--- src/rtl/synth_pkg.sv ---
// -----------------------------------------------------------------------------
// synth_pkg
// Shared definitions for the synthesizer pipeline stages.
//   NOTE_NUM        number of selectable notes (C4..C5)
//   NOTE_IDX_W      width of a note index
//   NOTE_FREQ_HZ    note frequencies in Hz, index 0 = C4
//   half_period()   clock cycles per half period of a note, truncated
//   tone_state_e    tone generator FSM states
//   tone_ctrl_t     registered tone generator state (FSM state + outputs),
//                   kept as one struct so checkers can bind to it directly
// -----------------------------------------------------------------------------
package synth_pkg;

    localparam int NOTE_NUM   = 8;
    localparam int NOTE_IDX_W = 3;

    // C4, D4, E4, F4, G4, A4, B4, C5
    localparam int NOTE_FREQ_HZ [NOTE_NUM] = '{262, 294, 330, 349, 392, 440, 494, 523};

    typedef enum logic {
        IDLE = 1'b0,
        PLAY = 1'b1
    } tone_state_e;

    typedef struct packed {
        tone_state_e           state;
        logic                  snd;
        logic [NOTE_IDX_W-1:0] note;
    } tone_ctrl_t;

    function automatic int half_period(input int clk_hz, input int idx);
        return clk_hz / (2 * NOTE_FREQ_HZ[idx]);
    endfunction

    function automatic int max_half_period(input int clk_hz);
        int m;
        m = 0;
        for (int i = 0; i < NOTE_NUM; i++) begin
            if (half_period(clk_hz, i) > m) begin
                m = half_period(clk_hz, i);
            end
        end
        return m;
    endfunction

    function automatic int min_half_period(input int clk_hz);
        int m;
        m = half_period(clk_hz, 0);
        for (int i = 1; i < NOTE_NUM; i++) begin
            if (half_period(clk_hz, i) < m) begin
                m = half_period(clk_hz, i);
            end
        end
        return m;
    endfunction

endpackage

--- src/rtl/onehot_enc.sv ---
// -----------------------------------------------------------------------------
// onehot_enc
// Combinational lowest-set-bit encoder, 8 -> 3 plus a nonzero flag.
// A vector with several bits set is tolerated: the lowest index wins.
//   onehot  in  8  one-hot (or multi-hot) select vector
//   idx     out 3  index of the lowest set bit, 0 when onehot is zero
//   nz      out 1  high when any bit of onehot is set
// -----------------------------------------------------------------------------
module onehot_enc
    import synth_pkg::*;
(
    input  logic [NOTE_NUM-1:0]   onehot,
    output logic [NOTE_IDX_W-1:0] idx,
    output logic                  nz
);

    always_comb begin
        idx = '0;
        // Scan from the top down so the lowest set bit is the last write.
        for (int i = NOTE_NUM - 1; i >= 0; i--) begin
            if (onehot[i]) begin
                idx = NOTE_IDX_W'(i);
            end
        end
        nz = |onehot;
    end

endmodule

--- src/rtl/tone_gen.sv ---
// -----------------------------------------------------------------------------
// tone_gen
// Square-wave tone generator fed by the note decoder. Produces a 50% duty
// square wave at the frequency of the selected note. Note changes and releases
// only take effect on half-period boundaries, so no runt pulse is emitted.
//   CLK_HZ    system clock frequency in Hz (derives per-note half periods)
//   CNT_W     half-period counter width, must hold the largest HALF_PER - 1
//   clk_i     in  1  system clock
//   rst_i     in  1  asynchronous active-high reset
//   dig_i     in  8  one-hot note select, all zero = no note
//   snd_o     out 1  square-wave audio output
//   active_o  out 1  high while a tone is playing
//   note_o    out 3  index of the note playing, 0 when idle
// All outputs come straight from flops.
// -----------------------------------------------------------------------------
module tone_gen
    import synth_pkg::*;
#(
    parameter int CLK_HZ = 50_000_000,
    parameter int CNT_W  = 17
) (
    input  logic                  clk_i,
    input  logic                  rst_i,
    input  logic [NOTE_NUM-1:0]   dig_i,
    output logic                  snd_o,
    output logic                  active_o,
    output logic [NOTE_IDX_W-1:0] note_o
);

    localparam int MAX_HP = max_half_period(CLK_HZ);
    localparam int MIN_HP = min_half_period(CLK_HZ);

    // Elaboration-time sanity checks on the derived half periods.
    if (MIN_HP < 1) begin : g_hp_too_small
        $error("tone_gen: CLK_HZ too low, a note half period is below one cycle");
    end
    if (((MAX_HP - 1) >> CNT_W) != 0) begin : g_cnt_too_narrow
        $error("tone_gen: CNT_W cannot hold the largest half period minus one");
    end

    // Reload values (HALF_PER - 1) per note, fixed at elaboration.
    logic [CNT_W-1:0] half_m1 [NOTE_NUM];

    for (genvar g = 0; g < NOTE_NUM; g++) begin : g_half
        assign half_m1[g] = CNT_W'(half_period(CLK_HZ, g) - 1);
    end

    // Input register: every decision is taken on dig_r.
    logic [NOTE_NUM-1:0] dig_r;

    always_ff @(posedge clk_i or posedge rst_i) begin
        if (rst_i) begin
            dig_r <= '0;
        end else begin
            dig_r <= dig_i;
        end
    end

    logic [NOTE_IDX_W-1:0] sel;
    logic                  sel_nz;

    onehot_enc u_enc (
        .onehot (dig_r),
        .idx    (sel),
        .nz     (sel_nz)
    );

    // FSM state and registered outputs.
    tone_ctrl_t       ctrl_q, ctrl_d;
    logic [CNT_W-1:0] cnt_q, cnt_d;

    always_ff @(posedge clk_i or posedge rst_i) begin
        if (rst_i) begin
            ctrl_q <= '{state: IDLE, snd: 1'b0, note: '0};
            cnt_q  <= '0;
        end else begin
            ctrl_q <= ctrl_d;
            cnt_q  <= cnt_d;
        end
    end

    always_comb begin
        ctrl_d = ctrl_q;
        cnt_d  = cnt_q;

        unique case (ctrl_q.state)
            IDLE: begin
                ctrl_d.snd  = 1'b0;
                ctrl_d.note = '0;
                cnt_d       = '0;
                if (sel_nz) begin
                    // Start with a high phase of the selected note.
                    ctrl_d.state = PLAY;
                    ctrl_d.snd   = 1'b1;
                    ctrl_d.note  = sel;
                    cnt_d        = half_m1[sel];
                end
            end

            PLAY: begin
                if (cnt_q != '0) begin
                    cnt_d = cnt_q - CNT_W'(1);
                end else if (sel_nz) begin
                    // Half-period boundary: flip and reload from whatever
                    // note is selected now, so a change lands on the next
                    // half phase and a momentary zero earlier is ignored.
                    ctrl_d.snd  = ~ctrl_q.snd;
                    ctrl_d.note = sel;
                    cnt_d       = half_m1[sel];
                end else begin
                    // Released at the boundary: stop without a new phase.
                    ctrl_d.state = IDLE;
                    ctrl_d.snd   = 1'b0;
                    ctrl_d.note  = '0;
                    cnt_d        = '0;
                end
            end

            default: begin
                ctrl_d = '{state: IDLE, snd: 1'b0, note: '0};
                cnt_d  = '0;
            end
        endcase
    end

    assign snd_o    = ctrl_q.snd;
    assign active_o = (ctrl_q.state == PLAY);
    assign note_o   = ctrl_q.note;

endmodule

--- config.mk ---
export PLATFORM = sky130hd
export DESIGN_NAME = tone_gen
export DESIGN_NICKNAME = d
export VERILOG_FILES = /design/src/rtl/synth_pkg.sv /design/src/rtl/onehot_enc.sv /design/src/rtl/tone_gen.sv
export SDC_FILE = /design/constraint.sdc
export NUM_CORES = 1
export LEC_CHECK = 0
export CORE_AREA = 2 2 60 62
export DETAILED_ROUTE_END_ITERATION = 12
export DIE_AREA = 0 0 62 64
export DONT_BUFFER_PORTS = 1
export PLACE_DENSITY = 0.72
export SYNTH_ARGS = -nofsm -noshare
export SYNTH_HDL_FRONTEND = slang
export SYNTH_HIERARCHICAL = 1
export SYNTH_SLANG_ARGS = --single-unit
--- constraint.sdc ---
create_clock -name clk_i -period 6.58 [get_ports clk_i]
set_clock_uncertainty 0.1 [all_clocks]
set_input_delay 0.658 -clock clk_i [delete_from_list [all_inputs] [get_ports clk_i]]
set_output_delay 0.658 -clock clk_i [all_outputs]
set_load 0.1 [all_outputs]
## After elaboration in Yosys (flattened, before gate mapping)

Memories as Yosys holds them, arrays and structs flattened.
Cells that the tools add are included.

| word-level totals | value |
|---|---|
| bits in registers | 30 |
| word-level logic and storage cells | 32 |
| ROM bits | 136 |
| memories | 1 |

| cells by class | value |
|---|---|
| multiplexer cells | 18 |
| equality and inequality tests | 1 |
| $lt $le $gt $ge | 1 |
| bitwise logic cells | 3 |
| add/sub/neg operators | 1 |
| reductions and logical operators | 2 |

Memories:

| name | depth | bits a word | rd ports | clocked after Yosys merged registers in | wr ports | RTL line | source |
|---|---|---|---|---|---|---|---|
| (name not given) | 8 | 17 | 1 | 0 | 0 | tone_gen.sv:109 | `cnt_d = half_m1[sel];` |

Operators by type and width:

| kind | number |
|---|---|
| 17-bit 2-to-1 mux | 4 |
| 17-bit case mux with 2 select lines | 1 |
| 3-bit 2-to-1 mux | 8 |
| 17-bit nonzero test | 1 |
| 17-bit by 1-bit subtractor with 17-bit output, second input constant | 1 |
| 5-bit 2-to-1 mux | 2 |
| 5-bit case mux with 2 select lines | 1 |
| 8-bit OR reduction | 1 |
| 4-bit greater-or-equal comparator, second input constant | 1 |
| 4-bit 2-to-1 mux | 1 |
| 3-bit NOT with 4-bit output | 1 |
| 2-bit != test, second input constant | 1 |
| 1-bit NOT | 2 |
| 1-bit 2-to-1 mux | 1 |

## Logic depth before layout (Yosys ltp)

Gate-level depths: netlist (run 1).

| depth | value |
|---|---|
| depth in word-level cells | 15 |
| mapped depth | 9 |
| mapped depth without buffers | 9 |

## By module

The synthesis (run 1) kept the hierarchy.

By module, submodules not included:

| module | area each (um^2) | cells an instance | times used |
|---|---|---|---|
| tone_gen | 1676.6 | 159 | 1 |
| onehot_enc | 81.3 | 13 | 1 |

## Least setup slack after synthesis (run 1)

Ideal clock, no wire load.

| path | value |
|---|---|
| kind | flip-flop to flip-flop |
| from | register dig_r[4] |
| to | register cnt_q[13] |
| arrival time | 1.991 ns |
| setup time | 0.138 ns |
| stages on the path, launching flop included | 6 |
| data required time | 6.342 ns |
| slack | 4.351 ns |
| buffers on the path | 0 |
| cell sequence | dfrtp_1 -> o41ai_1 -> inv_1 -> ha_1 -> o311ai_0 -> mux2i_1 |

| on the way | value |
|---|---|
| cells in the longest elaborated chain, start to end | 12 |
| elaborated cells on any way between the ends | 13 |
| classes of those cells | mux (10); bitwise (1); reduce/logical (1); memory (1) |

RTL lines:

| item | RTL line | source |
|---|---|---|
| start, declared | tone_gen.sv:49 | `logic [NOTE_NUM-1:0] dig_r;` |
| start signal, assigned | tone_gen.sv:55 | `dig_r <= dig_i;` |
| 3-bit 2-to-1 mux (*) (5 in series) | onehot_enc.sv:21 | `if (onehot[i]) begin` |
| named net sel[0] | tone_gen.sv:59 | `logic [NOTE_IDX_W-1:0] sel;` |
| 3-bit NOT with 4-bit output (implied by the code) (*) | tone_gen.sv:96, tone_gen.sv:109 |  |
| memory 8 x 17 bit (*) | - |  |
| 17-bit 2-to-1 mux (implied by the code) (*) (2 in series) | tone_gen.sv:109 |  |
| 17-bit 2-to-1 mux (*) | tone_gen.sv:91 | `if (sel_nz) begin` |
| 17-bit 2-to-1 mux | tone_gen.sv:101 | `if (cnt_q != '0) begin` |
| 17-bit case mux with 2 select lines (*) | tone_gen.sv:86 | `unique case (ctrl_q.state)` |
| named net cnt_d[13] | tone_gen.sv:70 | `logic [CNT_W-1:0] cnt_q, cnt_d;` |
| end signal, assigned | tone_gen.sv:78 | `cnt_q <= cnt_d;` |
| end, declared | tone_gen.sv:70 |  |

The timed path passes the listed nets; every way through them passes the cells marked *. The select of a mux whose other input is x is not followed.
A chain may end at the register's enable or synchronous reset.

## Worst setup path in the final report (run 1)

| path | value |
|---|---|
| from | register dig_r[6] |
| to | register cnt_q[12] |

| on the way | value |
|---|---|
| cells in the longest elaborated chain, start to end | 14 |
| elaborated cells on any way between the ends | 15 |
| classes of those cells | mux (12); bitwise (1); reduce/logical (1); memory (1) |

RTL lines:

| item | RTL line |
|---|---|
| 3-bit 2-to-1 mux (*) (7 in series) | onehot_enc.sv:21 |
| named net sel[0] | tone_gen.sv:59 |
| 3-bit NOT with 4-bit output (implied by the code) (*) | tone_gen.sv:96, tone_gen.sv:109 |
| memory 8 x 17 bit (*) | - |
| 17-bit 2-to-1 mux (implied by the code) (*) (2 in series) | tone_gen.sv:109 |
| 17-bit 2-to-1 mux (*) | tone_gen.sv:91 |
| 17-bit 2-to-1 mux | tone_gen.sv:101 |
| 17-bit case mux with 2 select lines (*) | tone_gen.sv:86 |
| named net cnt_d[12] | tone_gen.sv:70 |

Marked as above.

==> metrics, run 1 <==
status=completed; Detail Route Antenna Nets=0; pin count of the biggest net entering global routing=31; Final period util=39.6%; H-tree Lvls=2; io pins=15; drt via density=5.67; final hold violation count=0; Final nets=194; critical path's largest stage delay=810 ps; CP Launch Type=flip-flop; Worst Path Required=6690 ps; drt pass-1 iters=4; Starting Density=53.5%; row count=21; clk slew on worst S/H paths=90 ps; # DRC=0; setup_tns=0 ps; via count=1,258; CTS max path bufs=2; CP Data Arrival Time=2710 ps; synthesized area=1760 sq um; share of cells above drive strength 1=10.2%; initial antenna violation count=0; CTS-repair resized insts=0; most frequent cells in the layout=30 x dfrtp_1, 19 x mux2i_1, 14 x inv_1, 14 x nand2_1, 10 x nor2_1; Most used DFF post-synth=dfrtp_1; FFs w/ async S/R, synth=100%; Area Growth Syn to Fin=5.84%; IO Port Bufs=0; root buffer cell=clkbuf_4; Max Clock Freq=384 MHz; total gr overflow=0; crit path cell chain=inv_1 > a21oi_1 > o41ai_1 > inv_1 > ha_1 > inv_1 > o21ai_0 > mux2i_1; Ant. Diodes=0; maximum vdd drop=0.000149 V; Final Instance Area=1860 sq um; Die W=62 um; Placement Setup Slack=3960 ps; crit-path max FO=6; fin crit period=2600 ps; number of CTS-inserted buffers=5; commonest non-fill, non-tap cell in the layout=dfrtp_1; CP bufs+invs=3; Reg area=751 sq um; drt initial violations=81; Mapped Nets=191; die height=64 um; cts-stage hold buffer count=0; vias in the first global route=1,261; syn avg cell area=10.2 sq um; Relative slew margins=25.9%; Sink Count=30; worst setup path class=flip-flop to flip-flop; FILL cells=296; RSZ-0062 raised after global routing=false; register area share after synthesis=42.7%; multi-input logic area=932 sq um; Setup WS post-layout=3980 ps; gate count of the mapped netlist=172; GRT Total Usage=19.2%; Hold Crit Class=input port to flip-flop; first-pass GRT wire length=5630 um; Yosys reg bits=30; Wirelength per Cell=14.8 um; clk_lat worst skew=340 ps; final estimated routing congestion in global placement=0.854; Post-DP HPWL=2360 um; CTS tree=done; count of cell types in the netlist=40; slowest stage cell, crit path=o41ai_1; Crit. End Element=flip-flop; final WL=3280 um; Final setup viols=0; YS warnings=6; Post-synth EDFFs=0; max-slew violation count=0; Power Density=284 nW/um^2; MaxCap Viol Count=0; post-place instance area=1800 sq um; delay-heaviest family, CP=compound AO/OA/AOI/OAI gates; actual slew at the worst max-slew pin=1110 ps; Post-CTS Repair Setup Buffers=0; Top cell by count, worst path=inv_1; Die Area=3970 sq um; Core ar.=3280 sq um; leakage power=0.749 nW
## final timing paths
kind,startpoint,to,slack (ps),cells after the start
setup / recovery,dig_r[6],cnt_q[12],3980,8
hold reg to reg,cnt_q[0],cnt_q[0],440,1
min in group asynchronous,rst_i,cnt_q[5],390,1
hold / removal,dig_i[7],dig_r[7],240,0
max in group asynchronous,rst_i,dig_r[5],5320,1
setup reg to reg,dig_r[6],cnt_q[12],3980,8
## synth_stat cells (all sizes together), types with 3 or more instances
cell,count,share of area (%)
mux2i,19,11
xnor2,7,3.5
nor4,5,3.7
xor2,6,3.0
a21boi,4,1.7
nor2,10,2.1
dfrtp,30,43
ha,9,6.4
o21ai,10,2.8
nand4,4,1.4
nor3,5,1.7
clkbuf,3,0.64
inv,14,3.0
nand3,7,2.0
nand2,14,3.0
## metrics by stage
step / power (mW) / std cells / hold WS [ps] / utilization [%]
after floorplan: 0.379 / 172 / 388 / -
after global placement: 0.409 / 214 / 419 / 54.8
after detailed placement: 0.416 / 214 / 432 / 54.8
after CTS: 0.532 / 222 / 238 / 56.6
after global routing: 0.563 / 222 / 223 / 56.6
final: 0.529 / 222 / 244 / 56.6
## flip-flops by register name (all words and copies together), names as in the netlist
| signal | count |
|---|---|
| cnt_q | 17 |
| dig_r | 8 |
| note_o | 3 |
| active_o | 1 |
| snd_o | 1 |
## power by group
group	switching [mW]	internal, mW
registers	0.0600	0.221
clock network	0.0630	0.0517
logic	0.0721	0.0609
## per-layer routing
metal  share of wire, %  vias to the layer above  global-route usage [%]
met1                 45                      611                    25.6
li1                   -                      609                       -
met3                5.3                        7                    6.28
met4                1.7                        0                    6.65
met5                  0                        -                       0
met2                 48                       31                    28.9
## cells by family after synthesis
kind of cell | synth area share (%)
XOR/XNOR | 6.48
adder cells (fa/ha/maj) | 6.41
AND/OR/NAND/NOR | 20.1
multiplexers | 10.8
flip-flops | 42.7
buffers and inverters | 4.48
AO/OA/AOI/OAI | 9.04
## area by class of cell
class | count | area share (%)
clock inverters | 1 | 0.269
well taps | 46 | 3.09
multi-input cells | 123 | 50.1
inverters | 14 | 2.82
clock buffers | 7 | 2.96
flip-flops and latches | 30 | 40.3
repair buffers | 1 | 0.403
No activity file was read; power rests on OpenSTA's default activity.
==> run 2, diff against run 1 <==
==> constraint.sdc (replaced) <==
create_clock -name clk_i -period 2.6 [get_ports clk_i]
set_clock_uncertainty 0.1 [all_clocks]
set_input_delay 0.26 -clock clk_i [delete_from_list [all_inputs] [get_ports clk_i]]
set_output_delay 0.26 -clock clk_i [all_outputs]
set_load 0.1 [all_outputs]
==> run 2 against run 1 <==
Against the previous run:
- final cell count grew 7.7%
- fmax grew 27%
- combinational power grew to 2.9 times the previous value
- non-clock buffer count grew 18
- critical path depth shrank 2
- first-iteration DRC count grew 2.5%
- global-route usage grew 2.6 points
- sequential power grew to 2.5 times the previous value
- die area is the same
==> metrics, run 2 (synthesized netlist as in run 1, its figures left out) <==
vias in the first global route=1,431; leakage power=0.820 nW; worst setup path class=flip-flop to flip-flop; Wirelength per Cell=15.0 um; fin crit period=2040 ps; clock network fraction of design power=18.8%; first-pass GRT wire length=6330 um; Relative slew margins=39.7%; largest reg by FF count=cnt_q; sw power=504 uW; final estimated routing congestion in global placement=0.829; Die Area=3970 sq um; CTS-repair resized insts=0; pin count of the biggest net entering global routing=31; number of flip-flops in the largest register=17; Total Power=1.35 mW; Final setup viols=0; power share of the combinational group=28.6%; IO Port Bufs=0; cts-stage hold buffer count=9; commonest non-fill, non-tap cell in the layout=dfrtp_1; Max Clock Freq=489 MHz; Final nets=212; CP Data Arrival Time=2160 ps; internal power=841 uW; Hold Crit Class=input port to async pin; clk slew on worst S/H paths=90 ps; total gr overflow=0; root buffer cell=clkbuf_4; CTS max path bufs=2; Post-CTS Repair Setup Buffers=0; setup_tns=0 ps; clk_lat worst skew=330 ps; Post-DP HPWL=2560 um; hold_ws=336 ps; maximum vdd drop=0.000430 V; drt via density=5.62; Detail Route Antenna Nets=0; Net Sw Frac=37.5%; drt pass-1 iters=4; Ant. Diodes=0; final hold violation count=0; drt initial violations=83; Area Growth Syn to Fin=14.0%; max-slew violation count=0; Power Density=672 nW/um^2; Crit. End Element=flip-flop; crit-path max FO=4; H-tree Lvls=2; Starting Density=53.5%; RSZ-0062 raised after global routing=false; share of power burned in registers=52.6%; most frequent cells in the layout=30 x dfrtp_1, 19 x mux2i_1, 14 x inv_1, 14 x nand2_1; share of cells above drive strength 1=13.0%; Worst Path Required=2720 ps; via count=1,342; final WL=3590 um; # DRC=0; actual slew at the worst max-slew pin=905 ps; Sink Count=30; MaxCap Viol Count=0; io pins=15; status=completed; CP Launch Type=flip-flop; initial antenna violation count=0; GRT Total Usage=21.9%; number of CTS-inserted buffers=5; Die W=62 um; row count=21; die height=64 um; CTS tree=done; FILL cells=268; Final period util=78.6%; Core ar.=3280 sq um
## run 2: cell types whose count changed in the layout (fill, tap and decap cells not counted)
| cell | before | now |
|---|---|---|
| clkbuf_8 | 1 | 0 |
| dlygate4sd3_1 | 0 | 9 |
| clkinv_2 | 1 | 0 |
| buf_4 | 1 | 10 |
| clkbuf_1 | 1 | 2 |
## run 2: power groups by stage
| stage | Sequential [mW] | Clock, mW | Combinational [mW] |
|---|---|---|---|
| 5_1_grt | 0.721 | 0.284 | 0.433 |
| 3_5_place_dp | 0.715 | 0 | 0.367 |
| 2_1_floorplan | 0.688 | 0 | 0.271 |
| 3_3_place_gp | 0.710 | 0 | 0.348 |
| 6_report | 0.708 | 0.254 | 0.384 |
| 4_1_cts | 0.706 | 0.260 | 0.381 |
## run 2: layout make-up
class	count	area, sq um	share of cell area (%)
clock buffers	7	45.0	2.25
inverters	14	52.6	2.62
multi-input cells	123	932	46.5
flip-flops and latches	30	751	37.5
well taps	46	57.6	2.87
repair buffers	19	165	8.24
## run 2: final timing paths
check	from	end	slack [ps]	cells past startpoint
worst max-delay path	cnt_q[0]	cnt_q[16]	560	6
worst min-delay path	rst_i	dig_r[1]	340	3
worst max register to register	cnt_q[0]	cnt_q[16]	560	6
worst min register to register	cnt_q[0]	cnt_q[0]	430	1
max in group asynchronous	rst_i	cnt_q[3]	1790	3
min in group clk_i	dig_i[6]	dig_r[6]	380	1
## run 2: per-layer routing
layer | up-vias | track usage [%] | wire [um]
met5 | - | 0 | 0
met4 | 0 | 11.2 | 133
met3 | 17 | 7.29 | 161
met2 | 37 | 33.7 | 1750
met1 | 647 | 26.4 | 1550
li1 | 641 | - | -
## run 2: critical path, cell delays in order, from the launching register on
cell and delay, ps:
dfrtp_1 420, inv_1 110, ha_1 230, or4b_4 540
nor4_4 280, xnor2_1 150, mux2i_1 90
## run 2: metrics by stage
stage | instance area [sq um] | std cells | utilization [%] | setup slack, ps
after floorplan | 1760 | 172 | - | 371
after global placement | 1870 | 223 | 56.9 | 632
after detailed placement | 1870 | 223 | 56.9 | 594
after CTS | 2000 | 239 | 61.0 | 557
after global routing | 2000 | 239 | 61.0 | 323
final | 2000 | 239 | 61.0 | 557
